**src/rtl/gpu_bg_block_cache.sv**
```systemverilog
`default_nettype none
// ============================================================================
//  Module   : gpu_bg_block_cache
//  Purpose  : Single-block background pixel cache with one-entry write-back
//             buffer; GPU_BG_SAVE_FORWARD_EN forwards a pending save on reopen.
//  Revision : 1.0 - initial release
// ============================================================================
module gpu_bg_block_cache #(
    parameter int LANES     = 2,
    parameter int BLOCK_PIX = 16,
    parameter int ADR_W     = 15,
    localparam int SLOT_W   = (BLOCK_PIX / LANES > 1) ? $clog2(BLOCK_PIX / LANES) : 1
) (
    input  logic                    clk,
    input  logic                    i_nrst,
    input  logic                    i_pixValid,
    input  logic [ADR_W-1:0]        i_pixAdr,
    input  logic [SLOT_W-1:0]       i_pixSlot,
    input  logic [LANES-1:0]        i_pixLaneEn,
    input  logic [16*LANES-1:0]     i_pixData,
    input  logic                    i_needBG,
    input  logic                    i_flush,
    output logic                    o_pixReady,
    output logic [16*LANES-1:0]     o_bgRead,
    output logic                    o_loadReq,
    output logic [ADR_W-1:0]        o_loadAdr,
    input  logic                    i_loadAck,
    input  logic [16*BLOCK_PIX-1:0] i_loadData,
    output logic                    o_saveReq,
    output logic [ADR_W-1:0]        o_saveAdr,
    output logic [16*BLOCK_PIX-1:0] o_saveData,
    output logic [BLOCK_PIX-1:0]    o_saveMsk,
    input  logic                    i_saveAck,
    output logic                    o_busy
);

    localparam int c_GROUPS = BLOCK_PIX / LANES;
    localparam int c_BEAT_W = 16 * LANES;
    localparam int c_BLK_W  = 16 * BLOCK_PIX;

    typedef enum logic [1:0] {
        ST_EMPTY   = 2'd0,
        ST_LOADING = 2'd1,
        ST_ACTIVE  = 2'd2
    } state_t;

    state_t               r_state;
    logic [c_BLK_W-1:0]   r_actData;
    logic [BLOCK_PIX-1:0] r_actMsk;
    logic [ADR_W-1:0]     r_actAdr;
    logic [c_BLK_W-1:0]   r_savData;
    logic [BLOCK_PIX-1:0] r_savMsk;
    logic [ADR_W-1:0]     r_savAdr;
    logic                 r_savFull;
    logic                 r_flushPend;

    logic                 w_isActive;
    logic                 w_hit;
    logic                 w_dirty;
    logic                 w_bufFree;
    logic                 w_hazard;
    logic                 w_miss;
    logic                 w_open;
    logic                 w_flushAct;
    logic                 w_flushGo;
    int                   w_slot;
    logic [c_BLK_W-1:0]   w_wrData;
    logic [BLOCK_PIX-1:0] w_wrMsk;

    assign w_isActive = (r_state == ST_ACTIVE);
    assign w_hit      = (i_pixAdr == r_actAdr);
    assign o_pixReady = i_pixValid && w_isActive && w_hit && !i_flush;

    // Block contents including this cycle's accepted beat, so an eviction on
    // the same edge as a write never drops the written pixels.
    always_comb begin
        w_slot   = (c_GROUPS > 1) ? int'(i_pixSlot) : 0;
        w_wrData = r_actData;
        w_wrMsk  = r_actMsk;
        if (o_pixReady) begin
            for (int l = 0; l < LANES; l++) begin
                if (i_pixLaneEn[l]) begin
                    w_wrData[(w_slot * LANES + l) * 16 +: 16] = i_pixData[l * 16 +: 16];
                    w_wrMsk[w_slot * LANES + l]               = 1'b1;
                end
            end
        end
    end

    assign w_dirty    = |w_wrMsk;
    assign w_bufFree  = !r_savFull || i_saveAck;
    assign w_hazard   = r_savFull && !i_saveAck && (r_savAdr == i_pixAdr);
    assign w_miss     = i_pixValid && !i_flush && !r_flushPend &&
                        ((r_state == ST_EMPTY) || (w_isActive && !w_hit));
`ifdef GPU_BG_SAVE_FORWARD_EN
    assign w_open     = w_miss && (!(w_isActive && w_dirty) || w_bufFree);
`else
    assign w_open     = w_miss && (!(w_isActive && w_dirty) || w_bufFree) && !w_hazard;
`endif
    assign w_flushAct = w_isActive && (i_flush || r_flushPend);
    assign w_flushGo  = w_flushAct && (!w_dirty || w_bufFree);

    assign o_bgRead   = r_actData[w_slot * c_BEAT_W +: c_BEAT_W];
    assign o_loadReq  = (r_state == ST_LOADING);
    assign o_loadAdr  = r_actAdr;
    assign o_saveReq  = r_savFull;
    assign o_saveAdr  = r_savAdr;
    assign o_saveData = r_savData;
    assign o_saveMsk  = r_savMsk;
    assign o_busy     = (r_state == ST_LOADING) || r_savFull;

    always_ff @(posedge clk or negedge i_nrst) begin
        if (!i_nrst) begin
            r_state     <= ST_EMPTY;
            r_actData   <= '0;
            r_actMsk    <= '0;
            r_actAdr    <= '0;
            r_savData   <= '0;
            r_savMsk    <= '0;
            r_savAdr    <= '0;
            r_savFull   <= 1'b0;
            r_flushPend <= 1'b0;
        end else begin
            r_actData <= w_wrData;
            r_actMsk  <= w_wrMsk;
            if (r_savFull && i_saveAck) begin
                r_savFull <= 1'b0;
            end
            case (r_state)
                ST_LOADING: begin
                    if (i_flush) begin
                        r_flushPend <= 1'b1;
                    end
                    if (i_loadAck) begin
                        r_actData <= i_loadData;
                        r_actMsk  <= '0;
                        r_state   <= ST_ACTIVE;
                    end
                end
                default: begin
                    if (w_flushGo) begin
                        if (w_dirty) begin
                            r_savData <= w_wrData;
                            r_savMsk  <= w_wrMsk;
                            r_savAdr  <= r_actAdr;
                            r_savFull <= 1'b1;
                        end
                        r_flushPend <= 1'b0;
                        r_state     <= ST_EMPTY;
                    end else if (w_flushAct) begin
                        // Dirty flush blocked by a full buffer: retry each cycle.
                        r_flushPend <= 1'b1;
                    end else if (w_open) begin
                        if (w_isActive && w_dirty) begin
                            r_savData <= w_wrData;
                            r_savMsk  <= w_wrMsk;
                            r_savAdr  <= r_actAdr;
                            r_savFull <= 1'b1;
                        end
                        r_actAdr <= i_pixAdr;
                        r_actMsk <= '0;
`ifdef GPU_BG_SAVE_FORWARD_EN
                        if (w_hazard) begin
                            r_actData <= r_savData;
                            r_actMsk  <= r_savMsk;
                            r_state   <= ST_ACTIVE;
                        end else
`endif
                        if (i_needBG) begin
                            r_state <= ST_LOADING;
                        end else begin
                            r_actData <= '0;
                            r_state   <= ST_ACTIVE;
                        end
                    end
                end
            endcase
        end
    end

endmodule
`default_nettype wire

```
**config.mk**
```make
export PLATFORM = sky130hd
export DESIGN_NAME = gpu_bg_block_cache
export DESIGN_NICKNAME = d
export VERILOG_FILES = /design/src/rtl/gpu_bg_block_cache.sv
export SDC_FILE = /design/constraint.sdc
export NUM_CORES = 1
export LEC_CHECK = 0
export CORE_MARGIN = 4
export CORE_UTILIZATION = 25
export DETAILED_ROUTE_END_ITERATION = 16
export HOLD_SLACK_MARGIN = 0.02
export PLACE_DENSITY = 0.51
export SYNTH_ARGS = -nofsm -noshare
export SYNTH_HDL_FRONTEND = slang
export SYNTH_SLANG_ARGS = --single-unit
export TNS_END_PERCENT = 10
```
**constraint.sdc**
```tcl
create_clock -name clk -period 3.15 [get_ports clk]
set_input_delay 0.315 -clock clk [delete_from_list [all_inputs] [get_ports clk]]
set_output_delay 0.315 -clock clk [all_outputs]
set_load 0.005 [all_outputs]
```
Word level (Yosys, flattened, before mapping) --
Index checks and enable logic that the tools add are counted.
Word-level totals: word-level logic and storage cells 133, bits in registers 578
Cells by class: magnitude comparators 4, equal/unequal tests 9, reductions and logical operators 41, multiplexer cells 57, bitwise gates (word level) 5, shift operators 5, add/subtract/negate cells 3
Operators with widths (number):
- $mux 256 | 15
- $bwmux 256 | 2
- $shift 16x33->256 const A | 2
- $shiftx 16x33->256 | 2
- $shiftx 256x9->32 | 1
- $mux 16 | 14
- $mux 15 | 5
- $neg 32->33 | 1
- $neg 8->33 | 1
- $eq 15x15->1 | 2
- $logic_and 1x1->1 | 17
- $or 16x15->16 | 1
- $or 16x16->16 | 1
- $reduce_or 16->1 | 1
- $mux 1 | 13
- $mux 2 | 6
- $logic_not 1->1 | 8
- $logic_or 1x1->1 | 6
- $reduce_bool 3->1 | 2
- $add 4x1->5 const B | 1
- $ge 5x1->1 const B | 1
- $lt 4x5->1 const B | 1
- $lt 5x5->1 const B | 1
- $reduce_and 5->1 | 1
- 14 further kinds | 19

Logic depth before layout (Yosys ltp) --
depth after elaboration 20, gate-level depth with buffers 14, depth with buffers taken out 9

Worst setup path before layout --
Ideal clock, no wire load.
path type input to register, start point input port i_pixSlot[0], end point register r_actData[66], slack -0.100 ns, library setup time 0.135 ns, stages on the path 14, path buffers 5, data arrival time 3.116 ns, data required time 3.015 ns, cell sequence clkbuf_1 inv_1 clkbuf_1 ha_1 ha_1 nor2_1 nand3_1 or2_2 clkbuf_1 or2_2 clkbuf_1 buf_2 a211oi_1 o22ai_1
On the way: cells in the longest elaborated chain, start to end 20
RTL lines:
- start: declaration | line 18 | input logic [SLOT_W-1:0] i_pixSlot,
- branches (longest 19 deep; another with $neg 32->33)
- $mux 256 (*) | line 129 | case (r_state)
- end signal: assignment | line 124 | r_actData <= w_wrData;
- end signal: assignment | line 135 | r_actData <= i_loadData;
- end: declaration | line 48 | logic [c_BLK_W-1:0] r_actData;
Every way passes the cells marked *. The select of a mux whose other input is x is not followed. A chain may end at the register's enable or synchronous reset.

Final worst setup path --
start point register r_actData[188], end point output port o_bgRead[28]
On the way: cells in the longest elaborated chain, start to end 1
RTL lines:
- $shiftx 256x9->32 | line 103 | assign o_bgRead = r_actData[w_slot * c_BEAT_W +: c_BEAT_W];
- end: declaration | line 24 | output logic [16*LANES-1:0] o_bgRead,
No other way between the ends.

==> results_dict.tcl <==
set metrics [dict create \
    max_freq_mhz 324 \
    die_w_um 361 \
    fillCellCount 12758 \
    synthDistinctLibCells 58 \
    dpl.hpwl_um 124000 \
    multi_input_area_um2 14400 \
    initial_core_util_pct 25.1 \
    via_count 30926 \
    grt_setup_unrepaired "false" \
    synth_top_family_by_area "compound AO/OA/AOI/OAI gates" \
    nets 4240 \
    synth_top_area_share_pct 46.5 \
    worstMarginPinSlew_ns 1.08 \
    synth_common_cells "578 x dfrtp_1, 301 x mux2i_1, 278 x inv_1" \
    pin_count 653 \
    overflow 0 \
    yosysTopAreaCell "dfrtp_1" \
    via_per_inst 5.50 \
    synth_ff_type "dfrtp_1" \
    synth_nets 3570 \
    die_area_um2 130000 \
    grt_pass1_wl_um 231000 \
    timing.slew.headroom_pct 28.0 \
    worst_setup_path_end_kind "output pin" \
    synth_seq_cells 578 \
    coreArea_um2 124000 \
    status "finished clean" \
    timing.critical_path.from "r_actData[188]" \
    wire_per_inst_um 29.2 \
    finalCritPeriodShare_pct 98.1 \
    antenna_found_initial 23 \
    synthXorXnorAreaFrac_pct 0.845 \
    worst_skew_pair.late_latency_ns 0.64 \
    leakage_nw 17.7 \
    rr_startpoint "o_loadAdr[14]" \
    rr_worst_depth 8 \
    crit_fanout 3 \
    synth_edf_count 0 \
    fin_ws_ns 0.0610 \
    cts_tree "done" \
    setup_violations 0 \
    worst_ir_drop_vdd_mv 0.450 \
    place_ws_ns -0.193 \
    setup.worst_path.end "o_bgRead[28]" \
    wirelength_um 164000 \
    crit_path_start_kind "flip-flop" \
    async_reset_ff_share_pct 100 \
    p_total_mw 27.9 \
    yosysWarningCount 0 \
    seq_area_frac_synth_pct 46.5 \
    cts_buffer_depth 3 \
    fin_skew_ns 0.0234 \
    die_h_um 361 \
    r2r-end "r_actData[107]" \
    report.final.slew_viol_count 0 \
    post_cts_buffers 0 \
    finalSetupTns_ns 0 \
    cts_root_buffer "clkbuf_16" \
    synth.most_common_cell "dfrtp_1" \
    ff_latch_area_um2 14500 \
    gp_congestion 0.868 \
    dr.pass1.iters 6 \
    syn_to_final_growth_pct 40.2 \
    synth_mux_area_share_pct 12.5 \
    reg2reg_slack_ns 0.19 \
    required_ns 2.83 \
    crit_type "flip-flop to output pin" \
    fin_util_pct 35.3 \
    grt_pass1_vias 30088 \
    cp.arrival_ns 2.77 \
    syn_inst 3249 \
    yosys-top-cells-area "dfrtp_1 47%, mux2i_1 9.7%, a211oi_1 4.6%" \
    hold_path_class "primary input to flip-flop" \
    power_density_nw_per_um2 641 \
    track_usage_pct 24.2 \
    rows 129 \
    synth_area_um2 31100 \
    htreeDepth 3 \
    ant_nets 0 \
    drtIter0Drc 3669 \
    synth_compound_area_share_pct 24.7 \
    drcViolationCount 0 \
    synthAdderAreaFrac_pct 0.242 \
    hold_violations 0 \
    cts_buffers 72 \
    drive_above_1_share_pct 12.2 \
    grt_max_degree 139 \
    syn_area_per_cell_um2 9.57 \
    cts_num_sinks 578 \
    cap_violations 0 \
    period_minus_slack_ns 3.09 \
    synthSimpleGateAreaFrac_pct 7.69 \
    path_clk_slew_ns 0.06 \
    port_buffers 652 \
]
## worst min-delay path by stage
| stage | start | end | slack (ns) | cells after the start |
|---|---|---|---|---|
| 2_1_floorplan | i_nrst | o_loadAdr[0] | 0.02 | 0 |
| 6_report | i_loadAck | r_actData[38] | 0.25 | 3 |
| 4_1_cts | i_loadAck | r_actData[73] | 0.20 | 3 |
| 3_3_place_gp | i_nrst | o_saveData[29] | 0.38 | 1 |
| 3_5_place_dp | i_nrst | o_saveData[29] | 0.38 | 1 |
| 5_1_grt | i_loadAck | r_actData[34] | 0.24 | 3 |
## placed cells by master (no fill, tap or decap), types with 33 or more instances in the layout
master | netlist | final
mux2_2 | 42 | 42
o22ai_1 | 224 | 224
o21ai_0 | 236 | 236
nand2_1 | 105 | 105
nor2_1 | 94 | 90
nand4_1 | 37 | 37
a31oi_1 | 49 | 49
a311oi_1 | 34 | 33
a211oi_1 | 192 | 191
buf_4 | 0 | 196
a21oi_1 | 217 | 217
dfrtp_1 | 578 | 578
inv_1 | 278 | 277
nor3_1 | 159 | 152
clkbuf_16 | 0 | 74
mux2i_1 | 301 | 301
buf_12 | 0 | 64
clkdlybuf4s50_1 | 0 | 646
o21a_1 | 36 | 36
a21boi_0 | 56 | 56
a22oi_1 | 66 | 66
## logic make-up (layout without fill, tap and decap cells)
group                    Yosys count  count (layout)
AO/OA/AOI/OAI                   1189            1189
XOR/XNOR                          30              30
adder cells (fa/ha/maj)            6               6
buffers and inverters            595            1316
flip-flops                       578             578
multiplexers                     365             365
other                              0              13
AND/OR/NAND/NOR                  486             486
## through the flow
step	cells	area [µm²]	hold WS, ns
after floorplan	3249	31100	0.0194
after global placement	5481	41200	0.381
after detailed placement	5481	41200	0.384
after CTS	5607	43500	0.196
after global routing	5611	43600	0.236
final	5620	43600	0.249
## metal layers
| metal | routed length (µm) | global-route usage [%] |
|---|---|---|
| met4 | 5100 | 7.07 |
| met2 | 70600 | 35.6 |
| met3 | 17200 | 7.98 |
| met5 | 107 | 0 |
| met1 | 71200 | 33.7 |
## registers in the layout, indices dropped and copies added (netlist names)
name / count
o_saveAdr: 15
o_saveReq: 1
r_actMsk: 16
r_actData: 256
o_saveData: 256
o_saveMsk: 16
o_loadAdr: 15
r_state: 2
r_flushPend: 1
## timing repair
item,4_1_cts,5_1_grt
hold buffers,1,0
hold endpoints to repair,42,0
gates resized for setup,0,1
endpoints found under the setup margin,0,1
## area by class of cell
class | count | share of cell area, %
multi-input cells | 2076 | 33.0
well taps | 1637 | 4.70
diodes | 13 | 0.0746
clock buffers | 98 | 4.71
flip-flops and latches | 578 | 33.2
repair buffers | 912 | 21.3
inverters | 279 | 2.43
clock inverters | 27 | 0.657
## power breakdown
| group | total [mW] | leakage, nW | switching [mW] | internal (mW) |
|---|---|---|---|---|
| clock | 8.49 | 1.16 | 3.52 | 4.97 |
| sequential | 10.6 | 6.36 | 1.77 | 8.81 |
| combinational | 8.88 | 10.2 | 5.05 | 3.83 |
## worst max-delay path: stages, from the launching register on
cell and delay, ns:
dfrtp_1 0.40, mux2_2 0.29, a221oi_1 0.58, a21oi_1 0.08, a221o_1 0.33, clkdlybuf4s50_1 0.48
Note: power is estimated with default switching activity, not from simulation.
